`config.mk`:
```
export PLATFORM = sky130hd
export DESIGN_NAME = multi_cycle_ctrl
export DESIGN_NICKNAME = d
export VERILOG_FILES = /design/src/rtl/multi_cycle_ctrl.sv
export SDC_FILE = /design/constraint.sdc
export NUM_CORES = 1
export LEC_CHECK = 0
export BUFFER_PORTS_ARGS = -buffer_cell sky130_fd_sc_hd__buf_2
export CORE_ASPECT_RATIO = 1.4
export CORE_UTILIZATION = 57
export DETAILED_ROUTE_END_ITERATION = 10
export GPL_TIMING_DRIVEN = 0
export PLACE_DENSITY = 0.89
export SYNTH_ARGS = -nofsm -noshare
export SYNTH_HDL_FRONTEND = slang
export SYNTH_SLANG_ARGS = --single-unit
```
`constraint.sdc`:
```
create_clock -name clk -period 2.8 [get_ports clk]
set_input_delay 0.56 -clock clk [delete_from_list [all_inputs] [get_ports clk]]
set_output_delay 0.56 -clock clk [all_outputs]
set_load 0.05 [all_outputs]
```
`src/rtl/multi_cycle_ctrl.sv`:
```
// multi_cycle_ctrl
//   Control unit for a multi-cycle MIPS datapath (shared ALU, unified memory,
//   PC, IR, register file). Steps through fetch / decode / execute / memory /
//   writeback. Stalls on mem_ready and counts retired instructions.
//
// State table (state | meaning):
//   INIT      (15) | after reset; all controls low
//   FETCH     (0)  | read instruction, PC <= PC+4 once memory is ready
//   DECODE    (1)  | read registers, precompute branch target
//   MEM_ADDR  (2)  | effective address for lw/sw
//   MEM_READ  (3)  | data read, wait for mem_ready
//   MEM_WB    (4)  | load data into register file
//   MEM_WRITE (5)  | data write, wait for mem_ready
//   EXECUTE   (6)  | R-type ALU operation
//   R_WB      (7)  | R-type result into rd
//   BRANCH    (8)  | beq compare, conditional PC update
//   JUMP      (9)  | PC <= jump target
//   ADDI_EX   (10) | rs + sign-extended immediate
//   ADDI_WB   (11) | addi result into rt
//   (12-14 unused; recover to FETCH)
//
// Ports:
//   clk, rstn          clock, async active-low reset
//   opcode             IR[31:26], used in DECODE only
//   mem_ready          memory finished the current access
//   pc_write .. pc_source, alu_op   datapath controls
//   illegal            unsupported opcode decoded this cycle
//   state              current state (debug)
//   instr_count        retired instruction counter (wraps)
module multi_cycle_ctrl #(
    parameter int CNT_W = 32
) (
    input  logic             clk,
    input  logic             rstn,
    input  logic [5:0]       opcode,
    input  logic             mem_ready,
    output logic             pc_write,
    output logic             pc_write_cond,
    output logic             i_or_d,
    output logic             mem_read,
    output logic             mem_write,
    output logic             mem_to_reg,
    output logic             ir_write,
    output logic             reg_write,
    output logic             reg_dst,
    output logic             alu_src_a,
    output logic [1:0]       alu_src_b,
    output logic [1:0]       pc_source,
    output logic [1:0]       alu_op,
    output logic             illegal,
    output logic [3:0]       state,
    output logic [CNT_W-1:0] instr_count
);

    localparam logic [3:0] S_INIT      = 4'd15;
    localparam logic [3:0] S_FETCH     = 4'd0;
    localparam logic [3:0] S_DECODE    = 4'd1;
    localparam logic [3:0] S_MEM_ADDR  = 4'd2;
    localparam logic [3:0] S_MEM_READ  = 4'd3;
    localparam logic [3:0] S_MEM_WB    = 4'd4;
    localparam logic [3:0] S_MEM_WRITE = 4'd5;
    localparam logic [3:0] S_EXECUTE   = 4'd6;
    localparam logic [3:0] S_R_WB      = 4'd7;
    localparam logic [3:0] S_BRANCH    = 4'd8;
    localparam logic [3:0] S_JUMP      = 4'd9;
    localparam logic [3:0] S_ADDI_EX   = 4'd10;
    localparam logic [3:0] S_ADDI_WB   = 4'd11;

    localparam logic [5:0] OP_RTYPE = 6'b000000;
    localparam logic [5:0] OP_LW    = 6'b100011;
    localparam logic [5:0] OP_SW    = 6'b101011;
    localparam logic [5:0] OP_BEQ   = 6'b000100;
    localparam logic [5:0] OP_J     = 6'b000010;
    localparam logic [5:0] OP_ADDI  = 6'b001000;

    logic [3:0] state_q;
    logic [3:0] state_nxt;
    logic [5:0] op_q;
    logic       retire;

    assign state = state_q;

    always_comb begin
        state_nxt = S_FETCH;
        case (state_q)
            S_INIT:      state_nxt = S_FETCH;
            S_FETCH:     state_nxt = mem_ready ? S_DECODE : S_FETCH;
            S_DECODE: begin
                case (opcode)
                    OP_RTYPE: state_nxt = S_EXECUTE;
                    OP_LW:    state_nxt = S_MEM_ADDR;
                    OP_SW:    state_nxt = S_MEM_ADDR;
                    OP_BEQ:   state_nxt = S_BRANCH;
                    OP_J:     state_nxt = S_JUMP;
                    OP_ADDI:  state_nxt = S_ADDI_EX;
                    default:  state_nxt = S_FETCH;
                endcase
            end
            // Only lw/sw reach MEM_ADDR, so anything other than lw is a store.
            S_MEM_ADDR:  state_nxt = (op_q == OP_LW) ? S_MEM_READ : S_MEM_WRITE;
            S_MEM_READ:  state_nxt = mem_ready ? S_MEM_WB : S_MEM_READ;
            S_MEM_WB:    state_nxt = S_FETCH;
            S_MEM_WRITE: state_nxt = mem_ready ? S_FETCH : S_MEM_WRITE;
            S_EXECUTE:   state_nxt = S_R_WB;
            S_R_WB:      state_nxt = S_FETCH;
            S_BRANCH:    state_nxt = S_FETCH;
            S_JUMP:      state_nxt = S_FETCH;
            S_ADDI_EX:   state_nxt = S_ADDI_WB;
            S_ADDI_WB:   state_nxt = S_FETCH;
            default:     state_nxt = S_FETCH;
        endcase
    end

    always_comb begin
        case (state_q)
            S_MEM_WB, S_R_WB, S_BRANCH, S_JUMP, S_ADDI_WB: retire = 1'b1;
            S_MEM_WRITE: retire = mem_ready;
            default:     retire = 1'b0;
        endcase
    end

    always_ff @(posedge clk or negedge rstn) begin
        if (!rstn) begin
            state_q     <= S_INIT;
            op_q        <= 6'd0;
            instr_count <= '0;
        end else begin
            state_q <= state_nxt;
            if (state_q == S_DECODE) begin
                op_q <= opcode;
            end
            if (retire) begin
                instr_count <= instr_count + {{(CNT_W-1){1'b0}}, 1'b1};
            end
        end
    end

    always_comb begin
        pc_write      = 1'b0;
        pc_write_cond = 1'b0;
        i_or_d        = 1'b0;
        mem_read      = 1'b0;
        mem_write     = 1'b0;
        mem_to_reg    = 1'b0;
        ir_write      = 1'b0;
        reg_write     = 1'b0;
        reg_dst       = 1'b0;
        alu_src_a     = 1'b0;
        alu_src_b     = 2'b00;
        pc_source     = 2'b00;
        alu_op        = 2'b00;
        illegal       = 1'b0;
        case (state_q)
            S_FETCH: begin
                mem_read  = 1'b1;
                alu_src_b = 2'b01;
                // IR and PC load only on the cycle the instruction word arrives.
                ir_write  = mem_ready;
                pc_write  = mem_ready;
            end
            S_DECODE: begin
                alu_src_b = 2'b11;
                case (opcode)
                    OP_RTYPE, OP_LW, OP_SW, OP_BEQ, OP_J, OP_ADDI: illegal = 1'b0;
                    default: illegal = 1'b1;
                endcase
            end
            S_MEM_ADDR: begin
                alu_src_a = 1'b1;
                alu_src_b = 2'b10;
            end
            S_MEM_READ: begin
                mem_read = 1'b1;
                i_or_d   = 1'b1;
            end
            S_MEM_WB: begin
                reg_write  = 1'b1;
                mem_to_reg = 1'b1;
            end
            S_MEM_WRITE: begin
                mem_write = 1'b1;
                i_or_d    = 1'b1;
            end
            S_EXECUTE: begin
                alu_src_a = 1'b1;
                alu_op    = 2'b10;
            end
            S_R_WB: begin
                reg_write = 1'b1;
                reg_dst   = 1'b1;
            end
            S_BRANCH: begin
                alu_src_a     = 1'b1;
                alu_op        = 2'b01;
                pc_write_cond = 1'b1;
                pc_source     = 2'b01;
            end
            S_JUMP: begin
                pc_write  = 1'b1;
                pc_source = 2'b10;
            end
            S_ADDI_EX: begin
                alu_src_a = 1'b1;
                alu_src_b = 2'b10;
            end
            S_ADDI_WB: begin
                reg_write = 1'b1;
            end
            default: begin
                pc_write = 1'b0;
            end
        endcase
    end

endmodule

```
Word level (Yosys, flattened, before mapping)
Cells that the tools add are included.
Word-level totals
  input port bits: 9
  register bits: 42
Operators by class
  equality and inequality tests: 17
  add/sub/neg operators: 1
  multiplexer cells: 22
  reduce and logical (&&, ||, !) cells: 10
Operators by type and width (number)
  32-bit by 1-bit adder with 32-bit output, second input constant: 1
  4-bit one-hot mux with 7 select lines: 1
  4-bit one-hot mux with 5 select lines: 1
  6-bit == test, second input constant: 3
  4-bit by 3-bit == test with 1-bit output, second input constant: 4
  4-bit == test, second input constant: 4
  1-bit 2-to-1 mux: 12
  3-bit 2-to-1 mux: 3
  4-bit by 2-bit == test with 1-bit output, second input constant: 2
  2-bit one-hot mux with 2 select lines: 2
  2-bit OR reduction: 4
  6-bit by 2-bit == test with 1-bit output, second input constant: 1
  6-bit by 3-bit == test with 1-bit output, second input constant: 1
  6-bit by 4-bit == test with 1-bit output, second input constant: 1
  6-bit zero test: 1
  2-bit one-hot mux with 3 select lines: 1
  6-bit OR reduction: 1
  5-bit OR reduction: 1
  4-bit by 1-bit == test with 1-bit output, second input constant: 1
  4-bit zero test: 1
  1-bit one-hot mux with 2 select lines: 2
  4-bit OR reduction: 1
  3-bit OR reduction: 1

Longest topological paths before layout
Gate-level depths: netlist of run 1.
  depth in word-level cells: 4
  mapped depth: 7
  gate-level depth less buffers: 5

Least setup slack after synthesis of run 1
No wires, ideal clock.
  path type: reg-to-output
  start point: reg state_q[3], in the netlist state[3]
  end point: out pc_write
  arrival: 3114 ps
  cell stages (with the launch flop): 5
  slack: -874 ps
  data required time: 2240 ps
  path through: dfstp_2 or2_2 buf_2 nor4b_1 or2_2
On the way
  word-level cells in the longest chain between the ends: 2
  elaborated cells between the ends (all ways): 3
RTL lines
  start, declared: line 76  | logic [3:0] state_q;
  start signal, assigned: line 128  | state_q <= state_nxt;
  4-bit == test or 4-bit zero test (tied branches): line 153  | case (state_q)
  1-bit one-hot mux with 2 select lines (*): line 153
  end, declared: line 37  | output logic pc_write,
Mark *: on every way between the ends. The rest lies on a longest branch, timed or not.

Worst setup path after layout of run 1
  start point: reg state_q[0], in the netlist state[0]
  end point: out illegal
On the way
  word-level cells in the longest chain between the ends: 2
RTL lines
  4-bit by 1-bit == test with 1-bit output: line 153
  1-bit 2-to-1 mux: line 153
  end, declared: line 50  | output logic illegal,
Every way passes these cells.

==> results_tabular.tex, run 1 <==
\begin{tabular}{lr}
\hline
Metric & Value \\
\hline
\multicolumn{2}{l}{\textbf{Logic synthesis}} \\
Primary flip-flop cell chosen by synthesis mapping & sky130\_fd\_sc\_hd\_\_dfrtp\_1 \\
Distinct cells, synth & 49 \\
Async SR Flop Fraction & 100.0\% \\
Total number of yosys warnings & 0 \\
Synthesis-stage register bit count & 42 \\
Average cell area after synthesis & approximately 11 um2 \\
Post-Synthesis Cell Area & 2333 um2 \\
Number of enable flip-flop cells after synthesis & 0 \\
Number of nets in the synthesized netlist & $\sim$230 \\
Count of mapped cells out of synthesis & roughly 220 \\
Share of the yosys chip area belonging to registers & 45.25\% \\
\multicolumn{2}{l}{\textbf{Clock network}} \\
Root buffer cell & sky130\_fd\_sc\_hd\_\_clkbuf\_8 \\
TritonCTS clock tree & yes \\
Clock slew seen by the registers of the worst setup and hold paths & $\sim$0.080 ns \\
Hold buffer count at cts & 0 \\
Setup Buffers After CTS & 0 \\
Buffers from clock root to sink, at most & 2 \\
Clock latency of the later-clocked register in the worst-skew pair & 0.30 ns \\
Number of clock buffers inserted by TritonCTS & 5 \\
Number of clock sinks & 42 \\
Count of H-tree levels built during CTS & 2 \\
\multicolumn{2}{l}{\textbf{STA}} \\
Max Clk Rate & between 300 and 400 MHz \\
Number of failing hold endpoints at the final stage & 0 \\
RSZ-0062 raised after global routing & false \\
Normalized max-slew margin & 38.79\% \\
Final count of negative-setup-slack endpoints & 0 \\
Final critical-path share of the clock period & around 95\% \\
Min Tclk post-route & between 2 and 3 ns \\
Count of pins over their slew limit & 0 \\
Fin Hold WS & between 0.3 and 0.4 ns \\
Slew @ Worst Pin & 0.9182 ns \\
Clock skew after layout & about 0.0035 ns \\
\multicolumn{2}{l}{\textbf{GRT}} \\
Total overflow reported by the global router & 0 \\
Global-route wire length before repair & approximately 8.4 mm \\
Pin count of the biggest net entering global routing & 43 \\
Via count of the first global-routing pass & approximately 1,900 \\
Number of antenna violations at the first check in global routing & 0 \\
Combined global-route utilization of all metal layers & between 20\% and 30\% \\
\multicolumn{2}{l}{\textbf{Setup path}} \\
Endpoint class of the critical path & primary output \\
WS Path Type & reg2out \\
Worst EP arrival & between 2 and 2.5 ns \\
Worst-path maximum fanout & 9 \\
Launching point of the worst reg2reg path & state[0] \\
WP data required & about 2.2 ns \\
Number of cell instances on the worst register-to-register path & 5 \\
Flop2flop setup slack & between 0.8 and 0.9 ns \\
Critical R2R Capture & instr\_count[7] \\
Kind of start point of the critical path & flop \\
\multicolumn{2}{l}{\textbf{Detailed routing}} \\
Wirelength per Cell & 15.06 um \\
Residual antenna-violating net count after detailed routing & 0 \\
Iter 0 DRT Violations & 75 \\
First drt pass iteration count & 4 \\
Via count & 1,954 \\
Post-detailed-route DRC marker count & 0 \\
Via-per-instance ratio & 5.886 \\
Post-detailed-routing wire length & about 5.0 mm \\
\multicolumn{2}{l}{\textbf{Run status}} \\
Run status & complete, no violations \\
\multicolumn{2}{l}{\textbf{Placed design}} \\
Half-perimeter wire length after detailed placement & roughly 3.6 mm \\
Number of buffer cells added on primary ports & 61 \\
Placer Congestion & just over 0.8 \\
\multicolumn{2}{l}{\textbf{Floorplanning}} \\
Initial standard-cell utilization of the core & $\sim$60\% \\
Total die area & between 4000 and 5000 um2 \\
Total number of placement rows & 27 \\
Top-level I/O count & 62 \\
Die extent in x & about 56 um \\
Die outline height & 77.71 um \\
Floorplan core area & between 3000 and 4000 um2 \\
\multicolumn{2}{l}{\textbf{Finish}} \\
Core utilization of the finished layout & between 70\% and 80\% \\
Nets & 299 \\
Commonest non-fill, non-tap cells in the layout & 63 x sky130\_fd\_sc\_hd\_\_buf\_2, 38 x sky130\_fd\_sc\_hd\_\_dfrtp\_1, 19 x sky130\_fd\_sc\_hd\_\_xnor2\_1, 14 x sky130\_fd\_sc\_hd\_\_nand2\_1, 14 x sky130\_fd\_sc\_hd\_\_xor2\_1 \\
Count of antenna diodes in the layout & 0 \\
Share of final-layout standard cells stronger than drive strength 1 & between 30\% and 40\% \\
Synth-to-layout area growth & 20.00\% \\
Most frequent standard cell in the layout excluding fill and tap cells & sky130\_fd\_sc\_hd\_\_buf\_2 \\
\multicolumn{2}{l}{\textbf{Hold path}} \\
Type of the tightest min-delay check & in2async \\
\multicolumn{2}{l}{\textbf{Job}} \\
Max Cap Violations & 0 \\
\multicolumn{2}{l}{\textbf{Power}} \\
Ratio of total power to cell area & about 550 nW/um2 \\
Static Leakage & approximately 0.0014 uW \\
Worst vdd rail ir drop & 437.2 uV \\
\hline
\end{tabular}
cell usage after synthesis (2+ instances only):
| cell type | n | area (um2) |
|---|---|---|
| sky130_fd_sc_hd__nand3_1 | 10 | 50.05 |
| sky130_fd_sc_hd__nor4bb_1 | 2 | 20.02 |
| sky130_fd_sc_hd__nand4_2 | 4 | 50.05 |
| sky130_fd_sc_hd__xor2_1 | 14 | 122.6 |
| sky130_fd_sc_hd__nor4b_1 | 2 | 17.52 |
| sky130_fd_sc_hd__inv_1 | 5 | 18.77 |
| sky130_fd_sc_hd__nand2_1 | 14 | 52.55 |
| sky130_fd_sc_hd__or2_2 | 2 | 12.51 |
| sky130_fd_sc_hd__dfrtp_1 | 38 | 950.9 |
| sky130_fd_sc_hd__nor4_1 | 4 | 25.02 |
| sky130_fd_sc_hd__dfstp_2 | 4 | 105.1 |
| sky130_fd_sc_hd__nor4_2 | 4 | 50.05 |
| sky130_fd_sc_hd__nor3b_1 | 3 | 22.52 |
| sky130_fd_sc_hd__nor4b_2 | 2 | 30.03 |
| sky130_fd_sc_hd__nor3_1 | 10 | 50.05 |
| sky130_fd_sc_hd__and3_1 | 5 | 31.28 |
| sky130_fd_sc_hd__clkbuf_1 | 4 | 15.01 |
| sky130_fd_sc_hd__nor2_1 | 11 | 41.29 |
| sky130_fd_sc_hd__and4_1 | 4 | 35.03 |
| sky130_fd_sc_hd__buf_6 | 3 | 33.78 |
| sky130_fd_sc_hd__mux2_2 | 6 | 67.56 |
| sky130_fd_sc_hd__nand4_1 | 9 | 56.30 |
| sky130_fd_sc_hd__o22ai_1 | 3 | 18.77 |
| sky130_fd_sc_hd__or2b_1 | 2 | 15.01 |
| sky130_fd_sc_hd__buf_2 | 2 | 10.01 |
| sky130_fd_sc_hd__nand2b_1 | 5 | 31.28 |
| sky130_fd_sc_hd__or3_1 | 3 | 18.77 |
| sky130_fd_sc_hd__a21oi_1 | 4 | 20.02 |
| sky130_fd_sc_hd__xnor2_1 | 19 | 166.4 |
| sky130_fd_sc_hd__o21ai_0 | 4 | 20.02 |
per-layer routing:
metal	vias up	track usage (%)	routed length [um]
li1	925	-	-
met1	965	29.75	2089
met2	54	42.14	2614
met3	10	5.333	190
met4	0	10.24	106
met5	-	0	0
report_power, final:
| group | switching [uW] | total [uW] | internal [uW] |
|---|---|---|---|
| Sequential | 61.9 | 731 | 669 |
| Combinational | 292 | 430 | 138 |
| Clock | 200 | 372 | 172 |
critical path, cell delays in order (launching register included):
cell	delay, ns
sky130_fd_sc_hd__dfstp_2	0.61
sky130_fd_sc_hd__or2b_1	0.24
sky130_fd_sc_hd__clkbuf_1	0.23
sky130_fd_sc_hd__nor2_4	0.29
sky130_fd_sc_hd__o211a_1	0.18
sky130_fd_sc_hd__buf_2	0.25
state kept, by name, summed over array words and instances (netlist names):
| name | flops |
|---|---|
| op_q | 6 |
| state | 4 |
| instr_count | 32 |
cells by family after synthesis:
group,share of synthesized area [%]
multiplexers,3.324
flip-flops,45.25
adder cells (fa/ha/maj),0.9651
AND/OR/NAND/NOR,29.87
buffers and inverters,3.807
XOR/XNOR,12.39
AO/OA/AOI/OAI,4.397
metrics by stage:
stage | total power [uW] | setup TNS [ns] | worst slack, ns | std cells | instance area, um2
3_5_place_dp | 1170 | 0 | 0.3767 | 325 | 2719
6_report | 1533 | 0 | 0.1509 | 332 | 2800
3_3_place_gp | 1163 | 0 | 0.3985 | 325 | 2719
5_1_grt | 1599 | 0 | 0.03310 | 332 | 2800
2_1_floorplan | 1065 | -0.08699 | -0.08699 | 221 | 2360
4_1_cts | 1541 | 0 | 0.05186 | 332 | 2795
how the worst max path moves through the flow:
stage	start	end	slack, ns
floorplan	state[3]	pc_write	-0.09
global placement	state[0]	illegal	0.40
detailed placement	state[0]	illegal	0.38
CTS	state[0]	illegal	0.05
global route	state[0]	illegal	0.03
finish	state[0]	illegal	0.15
repair_timing:
action | CTS | global route
resized for setup | 0 | 1
hold endpoints to repair | 0 | 0
setup endpoints to repair | 0 | 1
final cells by class:
| type | instances | area, um2 |
|---|---|---|
| Clock buffer | 7 | 76.32 |
| Timing Repair Buffer | 61 | 305.3 |
| Tap cell | 43 | 53.80 |
| Inverter | 5 | 18.77 |
| Multi-Input combinational cell | 163 | 1220 |
| Sequential cell | 42 | 1056 |
| Buffer | 11 | 70.07 |
| Fill cell | 297 | 1119 |
(Power assumes the default switching activity.)
==> inputs of run 2 (changes only) <==
==> constraint.sdc (replaced) <==
create_clock -name clk -period 2.8 [get_ports clk]
set_input_delay 0.56 -clock clk [delete_from_list [all_inputs] [get_ports clk]]
set_output_delay 0.56 -clock clk [all_outputs]
set_load 0.02 [all_outputs]
==> results_tabular.tex, run 2 (synthesis gave the netlist of run 1 again) <==
\begin{tabular}{lr}
\hline
Metric & Value \\
\hline
\multicolumn{2}{l}{\textbf{Run status}} \\
Run status & complete, no violations \\
\multicolumn{2}{l}{\textbf{Setup path}} \\
Crit path max-delay family & simple AND/OR/NAND/NOR gates \\
WP data required & about 2.2 ns \\
Total stage count of the critical path & 5 \\
Critical Path End & illegal \\
Number of cell instances on the worst register-to-register path & 5 \\
Critical R2R Capture & state[2] \\
Flop2flop setup slack & between 0.7 and 0.8 ns \\
Largest incremental delay on the critical path & 0.60 ns \\
CP Buf/Inv Count & 2 \\
Ordered list of cells on the worst path & or2b\_1 -> clkbuf\_1 -> nor2\_2 -> o211a\_1 -> buf\_2 \\
Launching point of the worst reg2reg path & state[0] \\
Launching instance or port of the critical path & state[0] \\
WS Path Type & reg2out \\
Max stage delay cell, worst path & sky130\_fd\_sc\_hd\_\_dfstp\_2 \\
Worst-path maximum fanout & 9 \\
Kind of start point of the critical path & flop \\
Worst EP arrival & $\sim$2.1 ns \\
Endpoint class of the critical path & primary output \\
\multicolumn{2}{l}{\textbf{Clock network}} \\
Number of gates resized after cts & 0 \\
Setup Buffers After CTS & 0 \\
Clock slew seen by the registers of the worst setup and hold paths & 0.09 ns \\
Root buffer cell & sky130\_fd\_sc\_hd\_\_clkbuf\_8 \\
Clock latency of the later-clocked register in the worst-skew pair & just over 0.3 ns \\
Hold buffer count at cts & 0 \\
Count of H-tree levels built during CTS & 2 \\
TritonCTS clock tree & yes \\
Number of clock buffers inserted by TritonCTS & 5 \\
Buffers from clock root to sink, at most & 2 \\
Number of clock sinks & 42 \\
\multicolumn{2}{l}{\textbf{Finish}} \\
Nets & $\sim$300 \\
Reg with most FFs & instr\_count \\
Core utilization of the finished layout & $\sim$70\% \\
Final design area excluding fillers & approximately 2800 um2 \\
Count of antenna diodes in the layout & 0 \\
Synth-to-layout area growth & 18.98\% \\
Number of flip-flops under the largest register name & 32 \\
Commonest non-fill, non-tap cells in the layout & 63 x sky130\_fd\_sc\_hd\_\_buf\_2, 38 x sky130\_fd\_sc\_hd\_\_dfrtp\_1, 19 x sky130\_fd\_sc\_hd\_\_xnor2\_1, 14 x sky130\_fd\_sc\_hd\_\_nand2\_1, 14 x sky130\_fd\_sc\_hd\_\_xor2\_1 \\
Most frequent standard cell in the layout excluding fill and tap cells & sky130\_fd\_sc\_hd\_\_buf\_2 \\
Number of fillers in the final layout & just over 300 \\
Share of final-layout standard cells stronger than drive strength 1 & roughly 34\% \\
\multicolumn{2}{l}{\textbf{Power}} \\
Static Leakage & between 0.001 and 0.0015 uW \\
Ratio of total power to cell area & roughly 520 nW/um2 \\
Worst vdd rail ir drop & roughly 460 uV \\
\multicolumn{2}{l}{\textbf{Placed design}} \\
Placer Congestion & 0.8828 \\
Cell area after placement & 2693 um2 \\
Number of buffer cells added on primary ports & 61 \\
Half-perimeter wire length after detailed placement & approximately 3.8 mm \\
\multicolumn{2}{l}{\textbf{GRT}} \\
Met3 capacity usage during global routing & 5.833\% \\
Pin count of the biggest net entering global routing & between 40 and 50 \\
Via count of the first global-routing pass & between 1,500 and 2,000 \\
Met2 usage in global routing & between 40 and 50\% \\
Most congested layer reported by global routing & met2 \\
Fraction of met1 tracks used by global routing & $\sim$31\% \\
Number of antenna violations at the first check in global routing & 0 \\
Combined global-route utilization of all metal layers & a little over a quarter \\
Global-route wire length before repair & 8.818 mm \\
Total overflow reported by the global router & 0 \\
\multicolumn{2}{l}{\textbf{Hold path}} \\
Type of the tightest min-delay check & in2async \\
\multicolumn{2}{l}{\textbf{STA}} \\
Slew @ Worst Pin & between 0.9 and 1 ns \\
Min Tclk post-route & about 2.6 ns \\
Final critical-path share of the clock period & a little over nine tenths \\
Number of failing hold endpoints at the final stage & 0 \\
Count of pins over their slew limit & 0 \\
Normalized max-slew margin & a little under two fifths \\
Final count of negative-setup-slack endpoints & 0 \\
Max Clk Rate & roughly 380 MHz \\
Total negative setup slack & 0 ns \\
Clock skew after layout & around 0.017 ns \\
RSZ-0062 raised after global routing & false \\
\multicolumn{2}{l}{\textbf{Floorplanning}} \\
Floorplan core area & about 3900 um2 \\
Total die area & between 4000 and 5000 um2 \\
Die outline height & 77.71 um \\
Top-level I/O count & slightly above 60 \\
Total number of placement rows & 27 \\
Initial standard-cell utilization of the core & 59.55\% \\
Die extent in x & about 56 um \\
\multicolumn{2}{l}{\textbf{Detailed routing}} \\
Via count & between 2,000 and 2,500 \\
Wirelength per Cell & between 15 and 20 um \\
Via-per-instance ratio & 6.048 \\
Post-detailed-route DRC marker count & 0 \\
First drt pass iteration count & 4 \\
Post-detailed-routing wire length & 5.398 mm \\
Residual antenna-violating net count after detailed routing & 0 \\
Iter 0 DRT Violations & 89 \\
\multicolumn{2}{l}{\textbf{Job}} \\
Max Cap Violations & 0 \\
\hline
\end{tabular}
==> run 2: cell types whose count changed in the layout (fill, tap and decap cells not counted) <==
cell	before	now
sky130_fd_sc_hd__nor3b_2	2	0
sky130_fd_sc_hd__clkinvlp_4	0	1
sky130_fd_sc_hd__nor2_4	1	0
sky130_fd_sc_hd__nor3b_1	1	3
sky130_fd_sc_hd__nor3_2	2	0
sky130_fd_sc_hd__nor4b_1	1	2
sky130_fd_sc_hd__nor2_2	0	1
sky130_fd_sc_hd__nor4b_2	3	2
sky130_fd_sc_hd__nor3_1	8	10
==> run 2: metal layers <==
metal,vias to the layer above,share of wire (%)
met1,1000,40
met4,0,1.8
met5,-,0
li1,937,-
met2,69,53
met3,8,4.9
==> run 2: cell type report <==
type,count,area [um2],share of cell area [%]
clock buffers,7,76.32,2.749
well taps,43,53.80,1.938
repair buffers,61,305.3,11.00
inverters,5,18.77,0.6760
multi-input cells,163,1189,42.81
clock inverters,1,7.507,0.2704
flip-flops and latches,42,1056,38.04
plain buffers,11,70.07,2.524
==> run 2: how the worst min path moves through the flow <==
| stage | endpoint | from | slack (ns) | depth (start not counted) |
|---|---|---|---|---|
| floorplan | instr_count[0] | rstn | 0.26 | 0 |
| CTS | instr_count[6] | rstn | 0.41 | 1 |
| finish | instr_count[5] | rstn | 0.38 | 1 |
| detailed placement | instr_count[31] | instr_count[31] | 0.45 | 1 |
| global placement | instr_count[31] | instr_count[31] | 0.45 | 1 |
| global route | instr_count[5] | rstn | 0.46 | 1 |
==> run 2: worst register-to-register path, stage by stage, from the launching register on <==
cell,delay (ns)
sky130_fd_sc_hd__dfstp_2,0.60
sky130_fd_sc_hd__or2b_1,0.23
sky130_fd_sc_hd__clkbuf_1,0.21
sky130_fd_sc_hd__nor2_2,0.39
sky130_fd_sc_hd__nor4b_2,0.32
sky130_fd_sc_hd__o2bb2ai_1,0.18
==> run 2: power breakdown <==
part | switching, uW | internal, uW
registers | 64.8 | 669
logic | 187 | 136
clock network | 210 | 176
total | 462 | 981
==> run 2: per-stage QoR <==
step | cells | hold slack (ns) | setup WS, ns | power [uW]
2_1_floorplan | 221 | 0.2644 | 0.2801 | 950.9
3_3_place_gp | 325 | 0.4541 | 0.5404 | 1050
3_5_place_dp | 325 | 0.4518 | 0.5129 | 1063
4_1_cts | 333 | 0.4059 | 0.1691 | 1448
5_1_grt | 333 | 0.4625 | 0.02840 | 1508
6_report | 333 | 0.3758 | 0.1585 | 1443
==> inputs of run 3 (changes only) <==
--- a/config.mk
+++ b/config.mk
@@ -5,12 +5,13 @@
 export SDC_FILE = /design/constraint.sdc
 export NUM_CORES = 1
 export LEC_CHECK = 0
+export ABC_CLOCK_PERIOD_IN_PS = 2800
 export BUFFER_PORTS_ARGS = -buffer_cell sky130_fd_sc_hd__buf_2
 export CORE_ASPECT_RATIO = 1.4
 export CORE_UTILIZATION = 57
 export DETAILED_ROUTE_END_ITERATION = 10
 export GPL_TIMING_DRIVEN = 0
-export PLACE_DENSITY = 0.89
+export PLACE_DENSITY_LB_ADDON = 0.15
 export SYNTH_ARGS = -nofsm -noshare
 export SYNTH_HDL_FRONTEND = slang
 export SYNTH_SLANG_ARGS = --single-unit
==> results_tabular.tex, run 3 (synthesis gave the netlist of run 1 again) <==
\begin{tabular}{lr}
\hline
Metric & Value \\
\hline
\multicolumn{2}{l}{\textbf{Floorplanning}} \\
Total number of placement rows & 27 \\
Initial standard-cell utilization of the core & between 50\% and 60\% \\
Die outline height & 77.71 um \\
Floorplan core area & just under 4000 um2 \\
Die extent in x & around 56 um \\
Total die area & approximately 4400 um2 \\
Top-level I/O count & 62 \\
\multicolumn{2}{l}{\textbf{GRT}} \\
Met2 usage in global routing & between 40 and 50\% \\
Most congested layer reported by global routing & met2 \\
Total overflow reported by the global router & 0 \\
Pin count of the biggest net entering global routing & 43 \\
Via count of the first global-routing pass & 1,885 \\
Met3 capacity usage during global routing & around 3.2\% \\
Fraction of met1 tracks used by global routing & between 20 and 30\% \\
Number of antenna violations at the first check in global routing & 0 \\
Global-route wire length before repair & 8.473 mm \\
Combined global-route utilization of all metal layers & 24.22\% \\
\multicolumn{2}{l}{\textbf{Detailed routing}} \\
Via-per-instance ratio & approximately 5.8 \\
First drt pass iteration count & 4 \\
Wirelength per Cell & approximately 15 um \\
Post-detailed-routing wire length & approximately 5 mm \\
Via count & a little under 2,000 \\
Iter 0 DRT Violations & between 60 and 70 \\
Residual antenna-violating net count after detailed routing & 0 \\
Post-detailed-route DRC marker count & 0 \\
\multicolumn{2}{l}{\textbf{Setup path}} \\
Flop2flop setup slack & around 0.8 ns \\
Kind of start point of the critical path & flop \\
Worst-path maximum fanout & 9 \\
Launching instance or port of the critical path & state[0] \\
Worst EP arrival & around 2 ns \\
Number of cell instances on the worst register-to-register path & 5 \\
Endpoint class of the critical path & primary output \\
WS Path Type & reg2out \\
Launching point of the worst reg2reg path & state[0] \\
WP data required & 2.24 ns \\
\multicolumn{2}{l}{\textbf{Placed design}} \\
Half-perimeter wire length after detailed placement & approximately 3.6 mm \\
Cell area after placement & about 2700 um2 \\
Placer Congestion & 0.7913 \\
Number of buffer cells added on primary ports & about 60 \\
Post-placement worst setup slack & 0.5456 ns \\
\multicolumn{2}{l}{\textbf{Clock network}} \\
Count of H-tree levels built during CTS & 2 \\
Number of clock sinks & 42 \\
Number of clock buffers inserted by TritonCTS & 5 \\
Setup Buffers After CTS & 0 \\
Hold buffer count at cts & 0 \\
Number of gates resized after cts & 0 \\
Root buffer cell & sky130\_fd\_sc\_hd\_\_clkbuf\_8 \\
Buffers from clock root to sink, at most & 2 \\
TritonCTS clock tree & yes \\
Clock slew seen by the registers of the worst setup and hold paths & around 0.080 ns \\
Clock latency of the later-clocked register in the worst-skew pair & between 0.2 and 0.3 ns \\
\multicolumn{2}{l}{\textbf{Power}} \\
Static Leakage & $\sim$0.0014 uW \\
Worst vdd rail ir drop & between 400 and 500 uV \\
Ratio of total power to cell area & 547.4 nW/um2 \\
Final Power & around 1500 uW \\
\multicolumn{2}{l}{\textbf{Run status}} \\
Run status & complete, no violations \\
\multicolumn{2}{l}{\textbf{Finish}} \\
Share of final-layout standard cells stronger than drive strength 1 & about a third \\
Synth-to-layout area growth & 20.21\% \\
Commonest non-fill, non-tap cells in the layout & 63 x sky130\_fd\_sc\_hd\_\_buf\_2, 38 x sky130\_fd\_sc\_hd\_\_dfrtp\_1, 19 x sky130\_fd\_sc\_hd\_\_xnor2\_1, 14 x sky130\_fd\_sc\_hd\_\_nand2\_1, 14 x sky130\_fd\_sc\_hd\_\_xor2\_1 \\
Number of flip-flops under the largest register name & 32 \\
Most frequent standard cell in the layout excluding fill and tap cells & sky130\_fd\_sc\_hd\_\_buf\_2 \\
Final design area excluding fillers & roughly 2800 um2 \\
Reg with most FFs & instr\_count \\
Nets & between 200 and 300 \\
Count of antenna diodes in the layout & 0 \\
\multicolumn{2}{l}{\textbf{STA}} \\
Final count of negative-setup-slack endpoints & 0 \\
Number of failing hold endpoints at the final stage & 0 \\
Normalized max-slew margin & between 30\% and 40\% \\
Clock skew after layout & 0.004694 ns \\
Fin Hold WS & about 0.40 ns \\
Total negative setup slack & 0 ns \\
Min Tclk post-route & 2.584 ns \\
Post-route setup slack & roughly 0.22 ns \\
RSZ-0062 raised after global routing & false \\
Slew @ Worst Pin & 0.9203 ns \\
Count of pins over their slew limit & 0 \\
Max Clk Rate & a little under 400 MHz \\
Final critical-path share of the clock period & 92.29\% \\
\multicolumn{2}{l}{\textbf{Job}} \\
Max Cap Violations & 0 \\
\multicolumn{2}{l}{\textbf{Hold path}} \\
Type of the tightest min-delay check & in2async \\
\hline
\end{tabular}
## run 3: layout make-up
class | instances | area [um2]
Sequential cell | 42 | 1056
Buffer | 11 | 70.07
Clock buffer | 6 | 82.58
Inverter | 5 | 18.77
Fill cell | 330 | 1114
Tap cell | 43 | 53.80
Timing Repair Buffer | 61 | 305.3
Clock inverter | 1 | 30.03
Multi-Input combinational cell | 163 | 1189
## run 3: worst paths after layout
kind,end
hold reg to reg,instr_count[31]
setup reg to reg,instr_count[23]
hold / removal,instr_count[29]
setup / recovery,illegal
max in group asynchronous,instr_count[7]
min in group clk,instr_count[31]
## run 3: layer usage
layer / share of wire [%] / routed length [um]
met4: 1.4 / 68
met2: 53 / 2653
met3: 3.1 / 157
met5: 0 / 0
met1: 42 / 2117
## run 3: per-stage QoR
| step | utilization (%) | cells |
|---|---|---|
| 6_report | 71.58 | 332 |
| 5_1_grt | 71.58 | 332 |
| 4_1_cts | 71.58 | 332 |
| 3_5_place_dp | 68.71 | 325 |
| 3_3_place_gp | 68.71 | 325 |
| 2_1_floorplan | - | 221 |
## run 3: power by group
part	internal [uW]	switching, uW	total [uW]
registers	669	62.3	731
clock network	285	203	489
logic	136	180	315
total	1090	445	1540
## run 3: critical path, cell delays in order, from the launching register on
cell	delay (ns)
sky130_fd_sc_hd__dfstp_2	0.60
sky130_fd_sc_hd__or2b_1	0.24
sky130_fd_sc_hd__clkbuf_1	0.19
sky130_fd_sc_hd__nor2_2	0.35
sky130_fd_sc_hd__o211a_1	0.20
sky130_fd_sc_hd__buf_2	0.15
